### src/rtl/uart_alu_ctrl_pkg.sv
// uart_alu_ctrl_pkg: shared widths, opcodes, FSM states and opcode check for the UART ALU sequencer
package uart_alu_ctrl_pkg;
    localparam int DEF_DATA_BITS = 8;
    localparam int DEF_OP_BITS   = 6;
    localparam logic [5:0] OP_ADD = 6'h20;
    localparam logic [5:0] OP_SUB = 6'h22;
    localparam logic [5:0] OP_AND = 6'h24;
    localparam logic [5:0] OP_OR  = 6'h25;
    localparam logic [5:0] OP_XOR = 6'h26;
    localparam logic [5:0] OP_SRA = 6'h03;
    localparam logic [5:0] OP_SRL = 6'h02;
    localparam logic [5:0] OP_NOR = 6'h27;
    typedef enum logic [2:0] {
        S_IDLE,
        S_WAIT_B,
        S_WAIT_OP,
        S_EXEC,
        S_WAIT_TX
    } state_t;
    function automatic logic valid_op(input logic [5:0] op);
        return op inside {OP_ADD, OP_SUB, OP_AND, OP_OR, OP_XOR, OP_SRA, OP_SRL, OP_NOR};
    endfunction
endpackage

### src/rtl/uart_alu_ctrl_ifg_timer.sv
// ifg_timer: saturating inter-byte tick counter with clear, enable and terminal-count flag
module ifg_timer #(
    parameter int MAX = 16384
) (
    input  logic clk,
    input  logic rst,
    input  logic clr,
    input  logic en,
    output logic done
);
    localparam int W = $clog2(MAX + 1);
    logic [W-1:0] cnt;
    assign done = cnt == W'(MAX);
    always_ff @(posedge clk) begin
        if (rst || clr) cnt <= '0;
        else if (en && !done) cnt <= cnt + W'(1);
    end
endmodule

### src/rtl/uart_alu_ctrl.sv
// uart_alu_ctrl: collects A, B, opcode bytes, drives the ALU and sends one result byte, with inter-byte timeout
module uart_alu_ctrl
    import uart_alu_ctrl_pkg::*;
#(
    parameter int                   DATA_BITS = DEF_DATA_BITS,
    parameter int                   OP_BITS   = DEF_OP_BITS,
    parameter int                   TIMEOUT   = 16384,
    parameter logic [DATA_BITS-1:0] ERR_CODE  = '1
) (
    input  logic                 i_clk,
    input  logic                 i_reset,
    input  logic                 i_tick,
    input  logic                 i_rx_done,
    input  logic [DATA_BITS-1:0] i_rx_data,
    input  logic [DATA_BITS-1:0] i_alu_result,
    input  logic                 i_tx_done,
    output logic [DATA_BITS-1:0] o_alu_a,
    output logic [DATA_BITS-1:0] o_alu_b,
    output logic [OP_BITS-1:0]   o_alu_op,
    output logic                 o_tx_start,
    output logic [DATA_BITS-1:0] o_tx_data,
    output logic                 o_busy,
    output logic                 o_timeout
);
    state_t state, state_n;
    logic [DATA_BITS-1:0] a_n, b_n, tx_data_n;
    logic [OP_BITS-1:0] op_n;
    logic tx_start_n, timeout_n, waiting, accept, expired;

    assign waiting = state == S_WAIT_B || state == S_WAIT_OP;
    assign accept  = i_rx_done && (state == S_IDLE || waiting);
    assign o_busy  = state != S_IDLE;

    ifg_timer #(.MAX(TIMEOUT)) u_timer (
        .clk (i_clk),
        .rst (i_reset),
        .clr (accept || state_n == S_IDLE),
        .en  (waiting && i_tick),
        .done(expired)
    );

    // A received byte in the expiry cycle takes precedence over the timeout
    always_comb begin
        state_n    = state;
        a_n        = o_alu_a;
        b_n        = o_alu_b;
        op_n       = o_alu_op;
        tx_data_n  = o_tx_data;
        tx_start_n = 1'b0;
        timeout_n  = 1'b0;
        case (state)
            S_IDLE: if (i_rx_done) begin
                a_n     = i_rx_data;
                state_n = S_WAIT_B;
            end
            S_WAIT_B: if (i_rx_done) begin
                b_n     = i_rx_data;
                state_n = S_WAIT_OP;
            end else if (expired) begin
                timeout_n = 1'b1;
                state_n   = S_IDLE;
            end
            S_WAIT_OP: if (i_rx_done) begin
                op_n    = i_rx_data[OP_BITS-1:0];
                state_n = S_EXEC;
            end else if (expired) begin
                timeout_n = 1'b1;
                state_n   = S_IDLE;
            end
            S_EXEC: begin
                tx_data_n  = valid_op(6'(o_alu_op)) ? i_alu_result : ERR_CODE;
                tx_start_n = 1'b1;
                state_n    = S_WAIT_TX;
            end
            S_WAIT_TX: state_n = i_tx_done ? S_IDLE : S_WAIT_TX;
            default: state_n = S_IDLE;
        endcase
    end

    always_ff @(posedge i_clk) begin
        if (i_reset) begin
            state      <= S_IDLE;
            o_alu_a    <= '0;
            o_alu_b    <= '0;
            o_alu_op   <= '0;
            o_tx_data  <= '0;
            o_tx_start <= 1'b0;
            o_timeout  <= 1'b0;
        end else begin
            state      <= state_n;
            o_alu_a    <= a_n;
            o_alu_b    <= b_n;
            o_alu_op   <= op_n;
            o_tx_data  <= tx_data_n;
            o_tx_start <= tx_start_n;
            o_timeout  <= timeout_n;
        end
    end
endmodule

### config.mk
export PLATFORM = sky130hd
export DESIGN_NAME = uart_alu_ctrl
export DESIGN_NICKNAME = d
export VERILOG_FILES = /design/src/rtl/uart_alu_ctrl_pkg.sv /design/src/rtl/uart_alu_ctrl_ifg_timer.sv /design/src/rtl/uart_alu_ctrl.sv
export SDC_FILE = /design/constraint.sdc
export NUM_CORES = 1
export LEC_CHECK = 0
export ABC_AREA = 0
export BUFFER_PORTS_ARGS = -buffer_cell sky130_fd_sc_hd__clkbuf_2
export CAP_MARGIN = 25
export CORE_MARGIN = 2
export CORE_UTILIZATION = 30
export DETAILED_ROUTE_END_ITERATION = 8
export GPL_ROUTABILITY_DRIVEN = 1
export PLACE_DENSITY = 0.47
export RECOVER_POWER = 25
export SETUP_SLACK_MARGIN = 0.05
export SLEW_MARGIN = 40
export SYNTH_ARGS = -nofsm -noshare
export SYNTH_HDL_FRONTEND = slang
export SYNTH_SLANG_ARGS = --single-unit
### constraint.sdc
create_clock -name i_clk -period 3.3 [get_ports i_clk]
set_input_delay 0.33 -clock i_clk [delete_from_list [all_inputs] [get_ports i_clk]]
set_output_delay 0.33 -clock i_clk [all_outputs]
set_load 0.1 [all_outputs]
Word level (Yosys, flattened, before mapping)
Cells that the tools add are included.
Word-level totals
  logic and storage cells: 49
  bits in registers: 50
Cells by class
  reduce and logical (&&, ||, !) cells: 17
  bitwise operators: 1
  add/subtract/negate cells: 1
  mux-type cells: 9
  eq/ne operators: 13
Operators by type and width (number)
  6-bit == test (second input constant): 6
  15-bit by 1-bit adder with 15-bit output (second input constant): 1
  15-bit == test (second input constant): 1
  3-bit two-way mux: 5
  3-bit case mux with 5 select lines: 1
  6-bit by 2-bit == test with 1-bit output (second input constant): 2
  8-bit two-way mux: 1
  8-bit nonzero test: 1
  3-bit by 2-bit == test with 1-bit output (second input constant): 2
  3-bit zero test: 2
  2-bit AND reduction: 3
  1-bit logical OR: 4
  3-bit by 1-bit == test with 1-bit output (second input constant): 1
  3-bit == test (second input constant): 1
  1-bit logical AND: 3
  3-bit nonzero test: 1
  3-bit OR reduction: 1
  1-bit two-way mux: 2
  2-bit OR reduction: 1
  1-bit zero test: 1
  1-bit inverter: 1

Longest topological paths before layout
  depth after elaboration: 7
  mapped depth: 7
  depth with buffers taken out: 6

Hierarchy
Synthesis repeated with hierarchy kept, for this count alone.
Unflattened totals
  cells, all modules: 239
  area total of the unflattened synthesis: 2239.6 um2
By module, submodules not included
  uart_alu_ctrl: area an instance 1397.6 um2, sequential area each 700.7 um2, cells an instance 151, instances 1
  ifg_timer: area an instance 842.1 um2, sequential area each 300.3 um2, cells an instance 88, instances 1

Least setup slack after synthesis
No wires, ideal clock.
  kind: register to register
  start: register u_timer.cnt[0]
  end: register u_timer.cnt[3]
  data required time: 3.178 ns
  buffers on the path: 1
  setup time: 0.122 ns
  setup slack: 1.343 ns
  arrival: 1.835 ns
  period minus slack after synthesis: 1.957 ns
  stages on the path, launching flop included: 8
  cell sequence: dfxtp_1 -> inv_1 -> ha_1 -> nor4b_1 -> nand4_1 -> a2111oi_4 -> buf_6 -> nor3_1
Between the ends
  cells in the longest elaborated chain, start to end: 7
  elaborated cells between the ends (all ways): 11
  classes of those cells: 1 x add/sub; 1 x eq/ne; 4 x mux; 5 x reduce/logical
RTL lines
  start: declaration: RTL line uart_alu_ctrl_ifg_timer.sv:12  | logic [W-1:0] cnt;
  start signal: assignment: RTL line uart_alu_ctrl_ifg_timer.sv:16  | else if (en && !done) cnt <= cnt + W'(1);
  15-bit == test: RTL line uart_alu_ctrl_ifg_timer.sv:13  | assign done = cnt == W'(MAX);
  3-bit two-way mux: RTL line uart_alu_ctrl.sv:59, uart_alu_ctrl.sv:66
  3-bit two-way mux, on equally long branches: RTL line uart_alu_ctrl.sv:63, uart_alu_ctrl.sv:56
  3-bit case mux with 5 select lines: RTL line uart_alu_ctrl.sv:51  | case (state)
  3-bit zero test: RTL line uart_alu_ctrl.sv:37  | .clr (accept || state_n == S_IDLE),
  1-bit logical OR: RTL line uart_alu_ctrl.sv:37
  1-bit logical OR: RTL line uart_alu_ctrl_ifg_timer.sv:15  | if (rst || clr) cnt <= '0;
Several ways; a longest one is shown, not always the timed one.
A chain may end at the register's enable or synchronous reset.

Worst setup path after layout
  start: register u_timer.cnt[0]
  end: register u_timer.cnt[5]
Same word-level chain as after synthesis.

==> results.py <==
metrics = {
    "sta": {
        "period_needed_ns": 2.13,
        "max_freq_mhz": 468,
        "worst_slack_ns": 1.17,
        "setup_violations": 0,
        "final.period_utilization": 0.647,
        "report.final.slew_viol_count": 0,
        "fin_setup_tns_ns": 0,
        "finalHoldViolations": 0,
        "rsz0062_at_grt": "no",
        "finalClockSkew_ns": 0.00706,
        "slew_headroom": 0.204,
        "tightest_slew_ns": 1.20,
    },
    "worst_setup_path": {
        "required_ns": 3.49,
        "cp.arrival_ns": 2.33,
        "crit_end": "u_timer.cnt[5]",
        "path_buf_inv": 2,
        "worstPathMaxFanout": 15,
        "regToRegEndpoint": "u_timer.cnt[5]",
        "startpoint_type": "register",
        "cpMaxStageDelayCell": "a2111oi_4",
        "critical_path.startpoint": "u_timer.cnt[0]",
        "r2r_slack_ns": 1.17,
        "crit_path_end_kind": "register",
        "slowest_delay_ns": 0.44,
        "path_class": "reg -> reg",
        "r2r-start": "u_timer.cnt[0]",
        "crit_cells": 7,
        "path_delay_family": "simple AND/OR/NAND/NOR gates",
        "path_cells": "inv_1 -> ha_1 -> nor4b_1 -> nand4_1 -> a2111oi_4 -> buf_4 -> nor3_1",
        "reg2reg_depth": 7,
    },
    "synth": {
        "synth_seq_area_share": 0.451,
        "ys_ff_latch": 50,
        "syn-num-nets": 271,
        "yosysWarnings": 0,
        "ys.flop_type": "dfxtp_1",
        "syn-mean-instance-area_sq_um": 8.95,
        "synth_cell_types": 42,
        "synth_area_sq_um": 2220,
        "async_reset_ff_frac": 0,
        "synth_edf_count": 0,
        "syn_inst": 248,
    },
    "cts": {
        "cts_setup_buffers": 0,
        "cts_root_buf": "clkbuf_8",
        "clk_pin_slew_worst_paths_ns": 0.10,
        "cts-resized-gates": 0,
        "cts_tree": "yes",
        "cts_buffers": 5,
        "clock_path_buffers": 2,
        "h-tree-depth": 2,
        "hold_buffers": 0,
        "clock_sinks": 50,
        "worstSkewPairLatency_ns": 0.30,
    },
    "pwr": {
        "clock_power_share": 0.300,
        "pwr-share-comb": 0.185,
        "sw_frac_of_total": 0.334,
        "ir_drop_mv": 0.225,
        "leakage_uw": 0.000910,
        "p_sw_uw": 409,
        "seqPwrFrac": 0.515,
        "p_int_uw": 817,
        "total_power_uw": 1230,
        "p_per_area_nw_per_um2": 468,
    },
    "global_routing": {
        "grt_overflow": 0,
        "grt_usage": 0.134,
        "antenna_found_initial": 0,
        "grt_pass1_vias": 1777,
        "grt_max_degree": 37,
        "grt_pass1_wl_um": 8810,
    },
    "finish": {
        "final_cell_mix": "dfxtp_1, clkbuf_2, nor2_1",
        "fin_nets": 321,
        "antennaDiodeCount": 0,
        "fillers": 792,
        "drive_gt1_frac": 0.197,
        "layout_commonest_cell": "dfxtp_1",
        "utilization": 0.363,
        "area_growth_pct": 18.0,
    },
    "run_status": {
        "status": "completed",
    },
    "routing": {
        "dr_total_vias": 1896,
        "drt_first_pass_iters": 4,
        "viasPerCell": 4.76,
        "detail-route-antenna-nets": 0,
        "drc": 0,
        "routedWlPerCell_um": 13.2,
        "wl_um": 5250,
        "drt_iter0_drc": 67,
    },
    "die": {
        "die_area_sq_um": 8100,
        "die_h_um": 90.0,
        "die_w_um": 90.0,
        "row_count": 31,
        "fp.coreArea_sq_um": 7210,
        "io_pins": 54,
        "initial_core_util": 0.307,
    },
    "place": {
        "place_congestion": 0.788,
        "io_buffers": 53,
        "dp_slack_ns": 1.19,
        "dp.final_hpwl_um": 3710,
    },
    "run": {
        "drv_cap": 0,
    },
    "worst_hold_path": {
        "min_path_type": "in -> reg",
    },
}
## routing by layer
| layer | vias to the layer above | track usage | part of all wire | routed length (um) |
|---|---|---|---|---|
| met5 | - | 0 | 0 | 0 |
| met4 | 0 | 0.0346 | 0.014 | 72 |
| met3 | 6 | 0.0469 | 0.054 | 286 |
| met2 | 38 | 0.191 | 0.42 | 2210 |
| met1 | 881 | 0.194 | 0.51 | 2680 |
| li1 | 971 | - | - | - |
## cells by family after synthesis
group | count (synthesis) | share of synthesized area
buffers and inverters | 17 | 0.0417
XOR/XNOR | 8 | 0.0400
flip-flops | 50 | 0.451
multiplexers | 14 | 0.0632
AO/OA/AOI/OAI | 32 | 0.103
adder cells (fa/ha/maj) | 2 | 0.0113
AND/OR/NAND/NOR | 125 | 0.289
## sequential cells by signal, indices dropped and copies added (netlist names)
register and count:
u_timer.cnt 15, o_alu_a 8, o_alu_op 6, o_tx_data 8, o_timeout 1, o_tx_start 1, o_alu_b 8, state 3
## cells in the mapped netlist (3+ instances only)
library cell | n | area (sq um)
a211oi_1 | 7 | 52.6
inv_1 | 4 | 15.0
clkbuf_1 | 7 | 26.3
nor2_1 | 31 | 116
mux2i_1 | 14 | 140
nor4_1 | 3 | 18.8
dfxtp_1 | 50 | 1000
o21ai_0 | 9 | 45.0
xnor2_1 | 4 | 35.0
or2_2 | 3 | 18.8
nand3_1 | 8 | 40.0
nor3_1 | 25 | 125
xor2_1 | 3 | 26.3
a21oi_1 | 10 | 50.1
or3_1 | 7 | 43.8
a211oi_2 | 3 | 37.5
nor2b_1 | 3 | 18.8
nand4_1 | 4 | 25.0
nand2_1 | 23 | 86.3
## cell type report
class / instances / area (sq um) / area share
multi-input combinational: 181 / 1120 / 0.430
sequential: 50 / 1000 / 0.382
timing repair buffer: 56 / 264 / 0.101
tap: 99 / 124 / 0.0473
clock buffer: 5 / 68.8 / 0.0263
clock inverter: 3 / 21.3 / 0.00812
inverter: 4 / 15.0 / 0.00573
## per-stage QoR
step | instance area (sq um) | hold WS, ns | cells
6_report | 2620 | 0.251 | 398
5_1_grt | 2620 | 0.256 | 398
3_3_place_gp | 2550 | 0.444 | 390
2_1_floorplan | 2220 | 0.406 | 248
3_5_place_dp | 2550 | 0.449 | 390
4_1_cts | 2640 | 0.242 | 398
## worst min-delay path by stage
stage	endpoint	startpoint	depth (start not counted)
final	o_alu_a[7]	i_rx_data[7]	3
after global routing	o_alu_a[7]	i_rx_data[7]	3
after CTS	o_alu_a[6]	i_rx_data[6]	3
after detailed placement	o_alu_a[6]	o_alu_a[6]	2
after global placement	o_alu_a[6]	o_alu_a[6]	2
after floorplan	o_timeout	i_rx_done	1
## power by group through the flow
stage	Clock [uW]	Sequential, uW	Combinational, uW
6_report	368	632	227
5_1_grt	406	635	241
4_1_cts	382	632	231
3_5_place_dp	0	646	230
3_3_place_gp	0	646	231
2_1_floorplan	0	741	90.3
## worst reg2reg max path, delay by kind of cell (launching register included)
family / cells / cell delay, ns
simple gates: 3 / 0.74
fa+ha+maj: 1 / 0.14
compound gates: 1 / 0.44
flops: 1 / 0.35
buf+inv: 2 / 0.36
No activity file was read; power rests on OpenSTA's default activity.
